**config.mk**
```make
export PLATFORM = sky130hd
export DESIGN_NAME = int_gateway
export DESIGN_NICKNAME = d
export VERILOG_FILES = /design/src/rtl/int_gw_pkg.sv /design/src/rtl/int_gw_src.sv /design/src/rtl/int_gateway.sv
export SDC_FILE = /design/constraint.sdc
export NUM_CORES = 1
export LEC_CHECK = 0
export CORE_MARGIN = 2
export CORE_UTILIZATION = 40
export CTS_CLUSTER_DIAMETER = 50
export DETAILED_ROUTE_END_ITERATION = 8
export HOLD_SLACK_MARGIN = 0.03
export PLACE_DENSITY = 0.78
export SETUP_SLACK_MARGIN = 0.05
export SKIP_LAST_GASP = 1
export SYNTH_ARGS = -nofsm -noshare
export SYNTH_HDL_FRONTEND = slang
export SYNTH_HIERARCHICAL = 1
export SYNTH_SLANG_ARGS = --single-unit
```
**constraint.sdc**
```tcl
create_clock -name clk -period 5 [get_ports clk]
set_input_delay 0.5 -clock clk [delete_from_list [all_inputs] [get_ports clk]]
set_output_delay 0.5 -clock clk [all_outputs]
set_load 0.01 [all_outputs]
```
**src/rtl/int_gw_pkg.sv**
```systemverilog
// Shared types and constants for the interrupt gateway.
package int_gw_pkg;

    typedef enum logic [1:0] {
        ST_IDLE       = 2'd0,
        ST_PENDING    = 2'd1,
        ST_IN_SERVICE = 2'd2
    } gw_state_e;

    localparam logic [2:0] GW_ENABLE     = 3'd0;
    localparam logic [2:0] GW_MODE       = 3'd1;
    localparam logic [2:0] GW_PENDING    = 3'd2;
    localparam logic [2:0] GW_IN_SERVICE = 3'd3;
    localparam logic [2:0] GW_REPEND     = 3'd4;

    // Code 0 wraps to all-ones, so it can never match a real source index.
    function automatic logic [31:0] code_to_idx(input logic [31:0] code);
        return code - 32'd1;
    endfunction

endpackage

```
**src/rtl/int_gw_src.sv**
```systemverilog
// Per-source request state machine with edge detector and one-deep repend flag.
//
//   state         | meaning
//   --------------+----------------------------------------------------
//   ST_IDLE       | no request; waiting for a qualifying event
//   ST_PENDING    | request held toward the core until claimed or cleared
//   ST_IN_SERVICE | claimed; source blocked until the core completes it
module int_gw_src
    import int_gw_pkg::*;
(
    input  logic      clk,
    input  logic      rst,
    input  logic      evt,
    input  logic      mode,
    input  logic      claim_hit,
    input  logic      complete_hit,
    input  logic      clr_hit,
    output gw_state_e state,
    output logic      repend
);

    gw_state_e r_state;
    logic      r_repend;
    logic      r_evt_prev;
    logic      w_rise;
    logic      w_trig;
    logic      w_edge_evt;

    assign w_rise     = evt & ~r_evt_prev;
    assign w_trig     = mode ? w_rise : evt;
    assign w_edge_evt = mode & w_rise;

    // Request FSM; edges seen while busy are folded into repend.
    always_ff @(posedge clk or posedge rst) begin
        if (rst) begin
            r_state    <= ST_IDLE;
            r_repend   <= 1'b0;
            r_evt_prev <= 1'b0;
        end else begin
            r_evt_prev <= evt;
            case (r_state)
                ST_IDLE: begin
                    if (w_trig)
                        r_state <= ST_PENDING;
                end
                ST_PENDING: begin
                    if (claim_hit)
                        r_state <= ST_IN_SERVICE;
                    else if (clr_hit)
                        r_state <= ST_IDLE;
                    if (w_edge_evt)
                        r_repend <= 1'b1;
                end
                ST_IN_SERVICE: begin
                    if (complete_hit) begin
                        r_state  <= (r_repend || w_edge_evt) ? ST_PENDING : ST_IDLE;
                        r_repend <= 1'b0;
                    end else if (w_edge_evt) begin
                        r_repend <= 1'b1;
                    end
                end
                default: r_state <= ST_IDLE;
            endcase
        end
    end

    assign state  = r_state;
    assign repend = r_repend;

endmodule

```
**src/rtl/int_gateway.sv**
```systemverilog
// Interrupt gateway top: config registers, handshake decode, priority and readback.
module int_gateway
    import int_gw_pkg::*;
#(
    parameter int NUM_SRC = 4,
    parameter int CODE_W  = 8
) (
    input  logic                clk,
    input  logic                rst,
    input  logic [NUM_SRC-1:0]  src_evt,
    output logic [NUM_SRC-1:0]  int_req,
    output logic [CODE_W-1:0]   top_code,
    input  logic                claim_en,
    input  logic [CODE_W-1:0]   claim_code,
    input  logic                complete_en,
    input  logic [CODE_W-1:0]   complete_code,
    input  logic                reg_wr_en,
    input  logic [2:0]          reg_addr,
    input  logic [31:0]         reg_wdata,
    output logic [31:0]         reg_rdata
);

    logic [NUM_SRC-1:0] r_enable;
    logic [NUM_SRC-1:0] r_mode;
    logic [NUM_SRC-1:0] w_claim_hit;
    logic [NUM_SRC-1:0] w_complete_hit;
    logic [NUM_SRC-1:0] w_clr_hit;
    logic [NUM_SRC-1:0] w_pending;
    logic [NUM_SRC-1:0] w_in_service;
    logic [NUM_SRC-1:0] w_repend;
    logic [NUM_SRC-1:0] w_req;
    logic [31:0]        w_claim_idx;
    logic [31:0]        w_complete_idx;
    logic               w_unused_wdata;

    assign w_claim_idx    = code_to_idx(32'(claim_code));
    assign w_complete_idx = code_to_idx(32'(complete_code));
    assign w_unused_wdata = ^reg_wdata;

    for (genvar i = 0; i < NUM_SRC; i++) begin : g_src
        gw_state_e w_state;

        assign w_claim_hit[i]    = claim_en    && (w_claim_idx    == 32'(i));
        assign w_complete_hit[i] = complete_en && (w_complete_idx == 32'(i));
        assign w_clr_hit[i]      = reg_wr_en && (reg_addr == GW_PENDING) && reg_wdata[i];

        int_gw_src u_src (
            .clk          (clk),
            .rst          (rst),
            .evt          (src_evt[i]),
            .mode         (r_mode[i]),
            .claim_hit    (w_claim_hit[i]),
            .complete_hit (w_complete_hit[i]),
            .clr_hit      (w_clr_hit[i]),
            .state        (w_state),
            .repend       (w_repend[i])
        );

        assign w_pending[i]    = (w_state == ST_PENDING);
        assign w_in_service[i] = (w_state == ST_IN_SERVICE);
    end

    // Enable and trigger-mode configuration registers.
    always_ff @(posedge clk or posedge rst) begin
        if (rst) begin
            r_enable <= '0;
            r_mode   <= '0;
        end else if (reg_wr_en) begin
            if (reg_addr == GW_ENABLE)
                r_enable <= reg_wdata[NUM_SRC-1:0];
            if (reg_addr == GW_MODE)
                r_mode <= reg_wdata[NUM_SRC-1:0];
        end
    end

    assign w_req   = w_pending & r_enable;
    assign int_req = w_req;

    // Lowest index wins: scan high to low so the last hit is the winner.
    always_comb begin
        top_code = '0;
        for (int i = NUM_SRC - 1; i >= 0; i--) begin
            if (w_req[i])
                top_code = CODE_W'(i + 1);
        end
    end

    // Register readback; unmapped addresses read zero.
    always_comb begin
        reg_rdata = '0;
        case (reg_addr)
            GW_ENABLE:     reg_rdata = 32'(r_enable);
            GW_MODE:       reg_rdata = 32'(r_mode);
            GW_PENDING:    reg_rdata = 32'(w_pending);
            GW_IN_SERVICE: reg_rdata = 32'(w_in_service);
            GW_REPEND:     reg_rdata = 32'(w_repend);
            default:       reg_rdata = '0;
        endcase
    end

endmodule

```
After elaboration in Yosys (flattened, before gate mapping)
Cells that the tools add are included.
{"block": "totals", "regBits": 24, "input_bits": 60, "output_inout_bits": 44, "wordCells": 138}
{"block": "classes", "n_addsub": 2, "n_eq_ne": 30, "muxes": 45, "n_bitwise": 13, "reduce_logical": 34}
{"cell": "== test 32 x 2 -> 1 bit (second input constant)", "count": 4}
{"cell": "== test 32 x 1 -> 1 bit (second input constant)", "count": 2}
{"cell": "zero test 32 bit", "count": 2}
{"cell": "two-way mux 2 bit", "count": 16}
{"cell": "two-way mux 8 bit", "count": 3}
{"cell": "one-hot mux 2 bit (3 select lines)", "count": 4}
{"cell": "one-hot mux 4 bit (5 select lines)", "count": 1}
{"cell": "subtractor 8 x 1 -> 9 bit (second input constant)", "count": 2}
{"cell": "two-way mux 1 bit", "count": 16}
{"cell": "!= test 2 x 1 -> 1 bit (second input constant)", "count": 8}
{"cell": "logical AND 1 bit", "count": 13}
{"cell": "!= test 3 x 1 -> 1 bit (second input constant)", "count": 4}
{"cell": "AND reduction 3 bit", "count": 4}
{"cell": "bitwise AND 1 bit", "count": 8}
{"cell": "== test 2 x 1 -> 1 bit (second input constant)", "count": 4}
{"cell": "== test 2 bit (second input constant)", "count": 4}
{"cell": "zero test 2 bit", "count": 4}
{"cell": "one-hot mux 1 bit (2 select lines)", "count": 4}
{"cell": "nonzero test 2 bit", "count": 4}
{"cell": "== test 3 x 2 -> 1 bit (second input constant)", "count": 2}
{"cell": "bitwise AND 4 bit", "count": 1}
{"cell": "logical OR 1 bit", "count": 4}
{"cell": "inverter 1 bit", "count": 4}
{"cell": "AND reduction 2 bit", "count": 2}
{"cell": "other kinds (4)", "count": 4}

Logic depth before layout (Yosys ltp)
{"block": "logic_depth", "depth_word": 7, "mapped_depth": 6, "depth_no_buf": 6}

Hierarchy
Netlist, hierarchy kept.
{"mod": "int_gateway", "n_inst": 1, "cells_each": 119, "area_each_um2": 1026.0}
{"mod": "int_gw_src (g_src[0].u_src ...)", "n_inst": 2, "cells_each": 25, "area_each_um2": 260.2}
{"mod": "int_gw_src (g_src[2].u_src ...)", "n_inst": 2, "cells_each": 25, "area_each_um2": 259.0}

Least setup slack after synthesis
OpenSTA, ideal clock, no wires.
{"block": "synth_timing", "kind": "input to register", "from": "input port complete_en", "to": "register g_src[1].u_src.r_state[0]", "setup_ns": 0.127, "arrival_time_ns": 1.940, "t_required_ns": 4.873, "path_slack_ns": 2.933, "path_stages": 6, "path_buffers": 0, "cell_sequence": "nor2b_1 > nand4b_1 > nor3b_1 > clkinvlp_2 > a222oi_1 > mux2_1"}
{"block": "synth_between", "elab_chain_len": 3}
{"item": "from (decl)", "line": "int_gateway.sv:15", "text": "input logic complete_en,"}
{"item": "logical AND 1 bit", "line": "int_gateway.sv:44", "text": "assign w_complete_hit[i] = complete_en && (w_complete_idx == 32'(i));"}
{"item": "net w_complete_hit[1]", "line": "int_gateway.sv:26", "text": "logic [NUM_SRC-1:0] w_complete_hit;"}
{"item": "!= test 2 x 1 -> 1 bit (no line)"}
{"item": "AND reduction 3 bit (no line)"}
{"item": "to (signal assigned)", "line": "int_gw_src.sv:56", "text": "r_state <= (r_repend || w_edge_evt) ? ST_PENDING : ST_IDLE;"}
{"item": "to (decl)", "line": "int_gw_src.sv:22", "text": "gw_state_e r_state;"}
The timed path passes the listed nets, and every way through them passes these cells.
A chain may end at the register's enable or synchronous reset.

Worst setup path in the final report
{"block": "layout_timing", "from": "input port reg_addr[0]", "to": "output port reg_rdata[3]"}
{"block": "layout_between", "elab_chain_len": 2, "word_cells_on_any_way": 6}
{"item": "from (decl)", "line": "int_gateway.sv:18", "text": "input logic [2:0] reg_addr,"}
{"item": "== test 3 bit (tied with other cells)", "line": "int_gateway.sv:91", "text": "case (reg_addr)"}
{"item": "one-hot mux 4 bit (5 select lines) (*)", "line": "int_gateway.sv:91"}
{"item": "to (decl)", "line": "int_gateway.sv:20", "text": "output logic [31:0] reg_rdata"}
Mark *: on every way between the ends. The rest lies on a longest branch, timed or not.

==> impl_metrics.yaml <==
clock_network:
  numCtsBuffers: 3
  insertion_delay_ns: 0.26
  htree_levels: 1
  cts_hold_buf: 0
  cts_buffer_depth: 2
  cts_sinks: 24
  root_buffer: "clkbuf_8"
  clk_pin_slew_ns: 0.08
  postCtsSetupBuffers: 0
  cts_resized: 0
  tritoncts: "built"
critical_path:
  path_cells: "clkdlybuf4s50_1 -> mux2i_1 -> o32ai_1 -> a21o_2 -> clkdlybuf4s50_1"
  ff2ff_setup_slack_ns: 3.23
  crit_arrival_ns: 2.52
  crit_fanout: 19
  reg2reg_depth: 4
  slowest_stage: "clkdlybuf4s50_1"
  path_common_cell: "clkdlybuf4s50_1"
  end_kind: "output port"
  crit_required_ns: 4.50
  critPathLaunchType: "input pin"
  cpPeakStageDelay_ns: 0.95
  timing.rr.start: "g_src[3].u_src/state[0]$_DFFE_PP0P_"
  rr_endpoint: "g_src[3].u_src/state[0]$_DFFE_PP0P_"
  crit_type: "in2out"
sta:
  clock.fmax_mhz: 331
  rsz0062_at_grt: "no"
  skew_ns: 0.00151
  min_period_ns: 3.02
  final-hold-violation-count: 0
  relSlewSlack_pct: 50.2
  setup_viol: 0
  maxSlewViolCount: 0
  worst_slew_pin_slew_ns: 0.745
  timing.hold.ws_ns: 0.541
  period_share_pct: 60.5
  fin_tns_setup_ns: 0
global_route:
  antenna_found_initial: 0
  first_global_vias: 1493
  gr-total-overflow: 0
  met3_usage_pct: 2.78
  met2_usage_pct: 26.0
  grt-busiest-layer: "met2"
  grt_util_all_layers_pct: 15.4
  met1_usage_pct: 20.6
  grt_max_degree: 20
  grt_pass1_wl_um: 6720
yosys:
  synth-compound-area-share_pct: 12.0
  synthArstFlopShare_pct: 100
  synth_top_cell_by_area: "dfrtp_1"
  synth_mux_area_share_pct: 9.88
  synth_top_cell_area_share_pct: 29.1
  yosysWarnings: 6
  synth_ff_type: "dfrtp_1"
  synth_common_cells: "33 x buf_4, 24 x dfrtp_1, 22 x inv_1"
  synth-seq-cells: 24
  yosysSeqAreaShare_pct: 29.1
  ys_types: 38
  syn_area_per_cell_um2: 9.43
  synth_area_leaders: "dfrtp_1 29%, buf_4 12%, ha_1 9.7%"
  synthAdderAreaFrac_pct: 9.70
  syn_inst: 219
  synth-edff-count: 0
  syn_area_um2: 2060
  yosys.area_share.simple_pct: 21.9
  synth-xor-area-share_pct: 0
  yosysMostFrequentCell: "buf_4"
  synth_top_family_by_area: "simple AND/OR/NAND/NOR gates"
power_and_ir_drop:
  leakage_uw: 0.00113
  p_sw_share_pct: 34.5
  pwr-share-comb_pct: 44.2
  intPower_uw: 546
  power_frac_seq_pct: 35.5
  p_sw_uw: 288
  p_clk_share_pct: 20.3
  ir_drop_v: 0.000208
  p_per_area_nw_per_um2: 334
drt:
  vias: 1638
  wl_per_cell_um: 12.9
  drt_first_pass_iters: 4
  final_antenna_net_count: 0
  viasPerCell: 4.93
  drt_iter0_markers: 100
  wirelength_um: 4300
  drc_errors: 0
status:
  status: "complete, no violations"
floorplan:
  io_pins: 104
  std_cell_rows: 26
  floorplan.initialDensity_pct: 40.9
  core_um2: 5040
  die_h_um: 75.8
  die_area_um2: 5750
  chipWidth_um: 75.8
hold_path:
  hold_path.class: "reg2reg"
  min_from: "r_enable[0]$_DFFE_PP0P_"
  min_to: "r_enable[0]$_DFFE_PP0P_"
  worstHoldPathCells: 1
run:
  maxCapViolations: 0
placement:
  dp.cells: 328
  hpwlAfterDp_um: 3570
  place_congestion: 0.814
  io_buffers: 42
finish:
  diodes: 0
  final_nets: 339
  area_growth_pct: 21.1
  n_fill_cell: 465
  drive_gt1_share_pct: 8.78
  stdcell_count: 332
==> worst max-delay path by stage <==
| stage | from | endpoint | slack, ns | depth (start not counted) |
|---|---|---|---|---|
| after detailed placement | reg_addr[0] | reg_rdata[3] | 2.01 | 5 |
| after global routing | reg_addr[0] | reg_rdata[1] | 1.75 | 5 |
| final | reg_addr[0] | reg_rdata[3] | 1.98 | 5 |
| after floorplan | complete_en | g_src[1].u_src/state[0]$_DFFE_PP0P_ | 2.93 | 6 |
| after CTS | reg_addr[0] | reg_rdata[3] | 2.00 | 5 |
| after global placement | reg_addr[0] | reg_rdata[1] | 2.04 | 5 |
==> final cells by class <==
cell class	count	area [um2]	area share, %
multi-input combinational	168	1230	49.1
sequential	24	601	24.0
timing repair buffer	42	420	16.8
inverter	24	92.6	3.70
tap	70	87.6	3.50
clock buffer	3	41.3	1.65
clock inverter	1	30.0	1.20
==> power by group through the flow <==
stage                     Combinational, uW  Sequential (uW)  Clock, uW
final                                   369              296        169
after global routing                    411              303        182
after CTS                               370              295        174
after detailed placement                368              299          0
after global placement                  357              296          0
after floorplan                         264              283          0
==> through the flow <==
step           cell area, um2  total power [uW]  utilization [%]  setup WS, ns
2_1_floorplan            2180               547                -          2.93
3_3_place_gp             2430               653             48.2          2.04
3_5_place_dp             2430               667             48.2          2.01
4_1_cts                  2500               838             49.6          2.00
5_1_grt                  2500               896             49.6          1.75
6_report                 2500               834             49.6          1.98
==> metal layers <==
| layer | part of all wire [%] | vias to the layer above |
|---|---|---|
| met4 | 0.58 | 0 |
| met1 | 46 | 782 |
| li1 | - | 788 |
| met2 | 46 | 66 |
| met3 | 7.8 | 2 |
| met5 | 0 | - |
==> cell usage in the layout (no fill, tap or decap), drive strengths merged, types with 3 or more instances in the layout <==
cell / instances
nor3b: 7
inv: 22
and2: 4
clkdlybuf4s50: 42
a21bo: 4
a222oi: 4
a41oi: 4
nand2b: 5
conb: 33
mux2: 11
dfrtp: 24
nor4b: 3
a31oi: 4
o221ai: 3
mux2i: 8
nand2: 4
a211oi: 4
clkbuf: 3
o21ai: 4
and3b: 8
ha: 16
nand3b: 8
nor2: 21
==> sequential cells by signal (all words and copies together) (netlist names) <==
register,count
r_enable,4
g_src.u_src/r_evt_prev,4
g_src.u_src/state,8
g_src.u_src/repend,4
r_mode,4
==> worst max-delay path, delay by kind of cell <==
| kind | cells | cell delay, ns |
|---|---|---|
| mux | 1 | 0.26 |
| compound gates | 2 | 0.33 |
| buf+inv | 2 | 1.42 |
==> cells by family after synthesis <==
kind of cell             Yosys count
AND/OR/NAND/NOR                   69
buffers and inverters             59
AO/OA/AOI/OAI                     31
flip-flops                        24
multiplexers                      19
adder cells (fa/ha/maj)           16
other                              1
(Power assumes the default switching activity.)
